File: config.mk
export PLATFORM = sky130hd
export DESIGN_NAME = alu_seq
export DESIGN_NICKNAME = d
export VERILOG_FILES = /design/src/rtl/alu_seq.sv
export SDC_FILE = /design/constraint.sdc
export NUM_CORES = 1
export LEC_CHECK = 0
export ABC_AREA = 1
export CAP_MARGIN = 0
export CORE_MARGIN = 1.5
export CORE_UTILIZATION = 45
export CTS_CLUSTER_DIAMETER = 60
export DETAILED_ROUTE_END_ITERATION = 16
export HOLD_SLACK_MARGIN = 0.06
export PLACE_DENSITY = 0.78
export SETUP_SLACK_MARGIN = 0.4
export SYNTH_ARGS = -nofsm -noshare
export SYNTH_HDL_FRONTEND = slang
export SYNTH_SLANG_ARGS = --single-unit
File: constraint.sdc
create_clock -name clk -period 4.3 [get_ports clk]
set_input_delay 0.86 -clock clk [delete_from_list [all_inputs] [get_ports clk]]
set_output_delay 0.86 -clock clk [all_outputs]
set_load 0.1 [all_outputs]
File: src/rtl/alu_seq.sv
// Sequential ALU with valid/ready handshake on both sides and a WIDTH x WIDTH multiplier.
// Define ALU_SEQ_ITER_MUL_EN to build the multiplier as a one-bit-per-cycle shift-add engine.
module alu_seq #(
    parameter int WIDTH = 8
) (
    input  logic             clk,
    input  logic             rst,
    input  logic             in_valid,
    output logic             in_ready,
    input  logic [3:0]       opcode,
    input  logic [WIDTH-1:0] a,
    input  logic [WIDTH-1:0] b,
    output logic             out_valid,
    input  logic             out_ready,
    output logic [WIDTH-1:0] x,
    output logic [WIDTH-1:0] y,
    output logic             busy
);

    localparam int W2 = 2 * WIDTH;

    typedef enum logic [1:0] {
        IDLE = 2'd0,
        MUL  = 2'd1,
        DONE = 2'd2
    } state_t;

    state_t            state_r;
    state_t            state_n_s;
    logic              out_valid_r;
    logic [WIDTH-1:0]  x_r;
    logic [WIDTH-1:0]  y_r;
    logic              in_ready_s;
    logic              accept_s;
    logic              go_mul_s;
    logic              mul_last_s;
    logic [W2-1:0]     res_s;

    // Single-cycle result for every opcode, returned as {y, x}.
    function automatic logic [W2-1:0] alu_compute(
        input logic [3:0]       op,
        input logic [WIDTH-1:0] oa,
        input logic [WIDTH-1:0] ob
    );
        logic [WIDTH-1:0] lo;
        logic [WIDTH-1:0] hi;
        logic [WIDTH:0]   sum;
        logic [W2-1:0]    wa;
        logic [W2-1:0]    wb;
        logic [WIDTH+1:0] ob_ext;
        logic [WIDTH+1:0] shift_lim;
        lo        = {WIDTH{1'b0}};
        hi        = {WIDTH{1'b0}};
        sum       = {1'b0, oa} + {1'b0, ob};
        wa        = {{WIDTH{1'b0}}, oa};
        wb        = {{WIDTH{1'b0}}, ob};
        ob_ext    = {2'b00, ob};
        shift_lim = (WIDTH + 2)'(W2);
        case (op)
            4'h0: lo[0] = &oa;
            4'h1: lo[0] = ^oa;
            4'h2: lo[0] = |oa;
            4'h3: lo = oa & ob;
            4'h4: lo = oa | ob;
            4'h5: lo = oa ^ ob;
            4'h6: lo[0] = (oa > ob);
            4'h7: lo[0] = (oa < ob);
            4'h8: lo[0] = (oa == {WIDTH{1'b0}});
            4'h9: lo[0] = (oa == ob);
            4'hA: begin
                lo    = sum[WIDTH-1:0];
                hi[0] = sum[WIDTH];
            end
            4'hB: begin
                lo    = oa - ob;
                hi[0] = (oa < ob);
            end
            4'hC: lo = oa >> ob;
            4'hD: begin
                // Shifting past the 2*WIDTH window must give zero, not a wrapped amount.
                if (ob_ext >= shift_lim) begin
                    {hi, lo} = {W2{1'b0}};
                end else begin
                    {hi, lo} = wa << ob;
                end
            end
            4'hE: {hi, lo} = wa * wb;
            4'hF: lo = ~oa;
            default: lo = {WIDTH{1'b0}};
        endcase
        return {hi, lo};
    endfunction

    // Request acceptance: not while multiplying, and only if the output slot frees up this cycle.
    always_comb begin
        in_ready_s = 1'b0;
        if (rst) begin
            in_ready_s = 1'b0;
        end else if (state_r == MUL) begin
            in_ready_s = 1'b0;
        end else begin
            in_ready_s = !out_valid_r || out_ready;
        end
    end

    assign accept_s = in_valid && in_ready_s;
    assign res_s    = alu_compute(opcode, a, b);

`ifdef ALU_SEQ_ITER_MUL_EN
    localparam logic [5:0] CNT_LAST = 6'(WIDTH - 1);

    logic [W2-1:0]    acc_r;
    logic [W2-1:0]    mcand_r;
    logic [WIDTH-1:0] mplier_r;
    logic [5:0]       cnt_r;
    logic [W2-1:0]    acc_next_s;

    assign go_mul_s   = (opcode == 4'hE);
    assign mul_last_s = (cnt_r == CNT_LAST);
    assign busy       = (state_r == MUL);

    // Partial product for the current multiplier bit.
    always_comb begin
        acc_next_s = acc_r;
        if (mplier_r[0]) begin
            acc_next_s = acc_r + mcand_r;
        end else begin
            acc_next_s = acc_r;
        end
    end

    // Shift-add engine: operands captured on accept, one multiplier bit retired per MUL cycle.
    always_ff @(posedge clk) begin
        if (rst) begin
            acc_r    <= {W2{1'b0}};
            mcand_r  <= {W2{1'b0}};
            mplier_r <= {WIDTH{1'b0}};
            cnt_r    <= 6'd0;
        end else if (accept_s) begin
            acc_r    <= {W2{1'b0}};
            mcand_r  <= {{WIDTH{1'b0}}, a};
            mplier_r <= b;
            cnt_r    <= 6'd0;
        end else if (state_r == MUL) begin
            acc_r    <= acc_next_s;
            mcand_r  <= {mcand_r[W2-2:0], 1'b0};
            mplier_r <= {1'b0, mplier_r[WIDTH-1:1]};
            cnt_r    <= cnt_r + 6'd1;
        end
    end
`else
    assign go_mul_s   = 1'b0;
    assign mul_last_s = 1'b1;
    assign busy       = 1'b0;
`endif

    // FSM state register.
    always_ff @(posedge clk) begin
        if (rst) begin
            state_r <= IDLE;
        end else begin
            state_r <= state_n_s;
        end
    end

    // Next-state logic; a same-cycle accept in DONE starts the next operation directly.
    always_comb begin
        state_n_s = state_r;
        case (state_r)
            IDLE, DONE: begin
                if (accept_s && go_mul_s) begin
                    state_n_s = MUL;
                end else if (accept_s) begin
                    state_n_s = DONE;
                end else if (state_r == DONE && out_ready) begin
                    state_n_s = IDLE;
                end else begin
                    state_n_s = state_r;
                end
            end
            MUL: begin
                if (mul_last_s) begin
                    state_n_s = DONE;
                end else begin
                    state_n_s = MUL;
                end
            end
            default: state_n_s = IDLE;
        endcase
    end

    // Result registers: loaded on single-cycle accept or multiply completion, held under back-pressure.
    always_ff @(posedge clk) begin
        if (rst) begin
            out_valid_r <= 1'b0;
            x_r         <= {WIDTH{1'b0}};
            y_r         <= {WIDTH{1'b0}};
        end else if (accept_s && !go_mul_s) begin
            out_valid_r <= 1'b1;
            x_r         <= res_s[WIDTH-1:0];
            y_r         <= res_s[W2-1:WIDTH];
        end else if (accept_s) begin
            out_valid_r <= 1'b0;
            x_r         <= {WIDTH{1'b0}};
            y_r         <= {WIDTH{1'b0}};
`ifdef ALU_SEQ_ITER_MUL_EN
        end else if (state_r == MUL && mul_last_s) begin
            out_valid_r <= 1'b1;
            x_r         <= acc_next_s[WIDTH-1:0];
            y_r         <= acc_next_s[W2-1:WIDTH];
`endif
        end else if (out_ready) begin
            out_valid_r <= 1'b0;
        end
    end

    assign in_ready  = in_ready_s;
    assign out_valid = out_valid_r;
    assign x         = x_r;
    assign y         = y_r;

endmodule

==> summary.txt <==
status: complete, but fails checks
failing checks: negative setup slack
crit-path max cell delay: 0.57 ns
Max Freq: 0.230 GHz
largest net degree at the start of global routing: 22
CTS root buf: clkbuf_16
gpl congestion: 0.978
count leader, synth: nand2_1
WL per Instance: 15.7 um
top cells by count, synth: 273 x nand2_1, 181 x inv_1, 103 x nand3_1
Synth area leaders: nand2_1 19%, ha_1 16%, fa_1 14%
Final Skew: 0.000878 ns
Via density: 5.39
slew margin rel.: 32.7%
die width: 112 um
Synth Flop Type: dfxtp_1
crit-path most repeated cell: fa_1
HPWL Detailed: 14,500 um
Period Utilization, post-route: 101%
die area: 12,500 um2
grt ovf: 0
Mapped Area: 5310 um2
Crit path max-delay family: adder cells
number of synthesized flops with an enable pin: 0
area leader, netlist: nand2_1
count of final hold-check violations: 0
initial drt markers: 524
Mapped Cells: 907
Multi-input gate area: 4480 um2
slowest CP cell: fa_1
CTS tree: done
Clock Latency Late Sink: 0.25 ns
worst-path fanout max: 4
total track usage: 28.9%
Setup-failing EPs final: 2
LEAKAGE: 3.79 nW
Slew Viols, Final: 0
Fillers: 1,092
antenna viol nets, final: 0
Worst Setup Path Type: in -> reg
worst hold path class: reg -> reg
Distinct cells, synth: 36
Remaining DRCs: 0
first-pass GRT wire length: 29,100 um
CP endpoint kind: flop
n_diodes: 0
Worst-Margin Slew: 1.01 ns
top-area cell type share of the netlist area: 19.3%
#FFs+latches synth: 17
standard-cell rows: 39
pre-CTS WS: -0.740 ns
Detailed Route WL: 18,000 um
fraction of registers with async set/reset: 0%
WP buf/inv: 5
Final Util: 59.8%
deepest clock path buffer count: 2
syn avg cell area: 5.85 um2
CTS buffer count: 3
number of max-cap violations: 0
worst path cell trace: buf_12 -> buf_6 -> nand2_4 -> inv_2 -> fa_1 -> fa_1 -> fa_1 -> inv_1 -> fa_1 -> inv_2 -> ha_4 -> nand2_4 -> nor2_4 -> nand2_1 -> o211ai_1 -> nand2_1 -> nand3_2 -> nand2_1 -> nand3_2 -> a21boi_1
Post-CTS Hold Fix Bufs: 0
1st-pass router iterations: 6
Critical Path AT: 4.50 ns
final net count: 1,134
Total Power: 2.13 mW
clock-pin slew on the worst setup and hold paths: 0.05 ns
DIE HEIGHT: 112 um
CTS Sinks: 17
num ports: 43
YS warnings: 0
fin crit period: 4.35 ns
layout cells sized above 1: 19.1%
RSZ-0062 raised after global routing: yes
Port Buffers: 41
initial antenna violation count: 0
Synthesized Nets: 1,037
vias: 6,172
Area Overhead vs Synth: 29.1%
design area: 6850 um2
register area: 340 um2
critical path launch point type: input pin
H-tree depth: 1
core area: 11,500 um2
Starting Density: 46.3%
pwr/cell area: 311 nW/um2
Peak VDD IR: 227 uV
vias in the first global route: 5,908
Critical Path RT: 4.44 ns
Final WS setup: -0.0547 ns
post-synthesis sequential area ratio: 6.41%
Placed Area: 6400 um2
## cell families (layout without fill, tap and decap cells)
group	Yosys count	after routing	share of synthesized area [%]
buf+inv	219	315	16.2
xor+xnor	1	1	0.165
simple gates	480	480	38.2
other cells	1	1	0.0707
compound gates	83	83	8.60
fa+ha+maj	106	106	30.4
flops	17	17	6.41
## path summary, 6_finish.rpt
kind | startpoint | end | slack (ns) | cells after the start
max | a[3] | y[4] | -0.05 | 20
min reg2reg | y[0] | y[0] | 0.47 | 2
min | y[0] | y[0] | 0.47 | 2
max reg2reg | out_valid | y[1] | 2.69 | 6
## flip-flops by register name (all words and copies together) (netlist names)
| signal | cells |
|---|---|
| out_valid | 1 |
| x | 8 |
| y | 8 |
## layout make-up
type | count | share of cell area, %
sequential | 17 | 4.97
timing repair buffer | 126 | 15.7
tap | 143 | 2.61
clock buffer | 3 | 1.10
inverter | 185 | 10.1
clock inverter | 1 | 0.0730
multi-input combinational | 671 | 65.4
## through the flow
step / std cells / hold WS [ns] / TNS (ns)
after floorplan: 907 / 0.904 / 0
after global placement: 1129 / 0.456 / -6.87
after detailed placement: 1129 / 0.458 / -7.41
after CTS: 1142 / 0.467 / -0.00376
after global routing: 1146 / 0.489 / -0.994
final: 1146 / 0.467 / -0.0743
## tightest hold or removal path, cell delays in order, from the launching register on
cell and delay (ns):
dfxtp_1 0.31, nand2_1 0.06, a21oi_1 0.05
## report_power, final
group	internal (mW)	switching, mW
combinational	0.744	1.02
sequential	0.169	0.00667
clock	0.125	0.0641
## per-layer routing
metal / GRT usage (%) / wire length (um)
met2: 46.4 / 8030
met1: 40.3 / 7960
met5: 0 / 0
met4: 11.2 / 756
met3: 2.67 / 1240
## placed cells by master, fill, tap and decap left out, types with 17 or more instances in the layout
cell	count
dfxtp_1	17
nand3_1	94
fa_1	34
inv_1	164
nor2_1	58
o21ai_0	21
ha_1	55
buf_4	75
nand2_1	255
clkdlybuf4s50_1	24
nand4_1	22
a21oi_1	25
inv_2	18
## what timing repair did
action | 4_1_cts | 5_1_grt
endpoints found under the setup margin | 12 | 12
pin swaps | 51 | 47
buffers inserted | 9 | 4
resized for setup | 126 | 31
No activity file was read; power rests on OpenSTA's default activity.
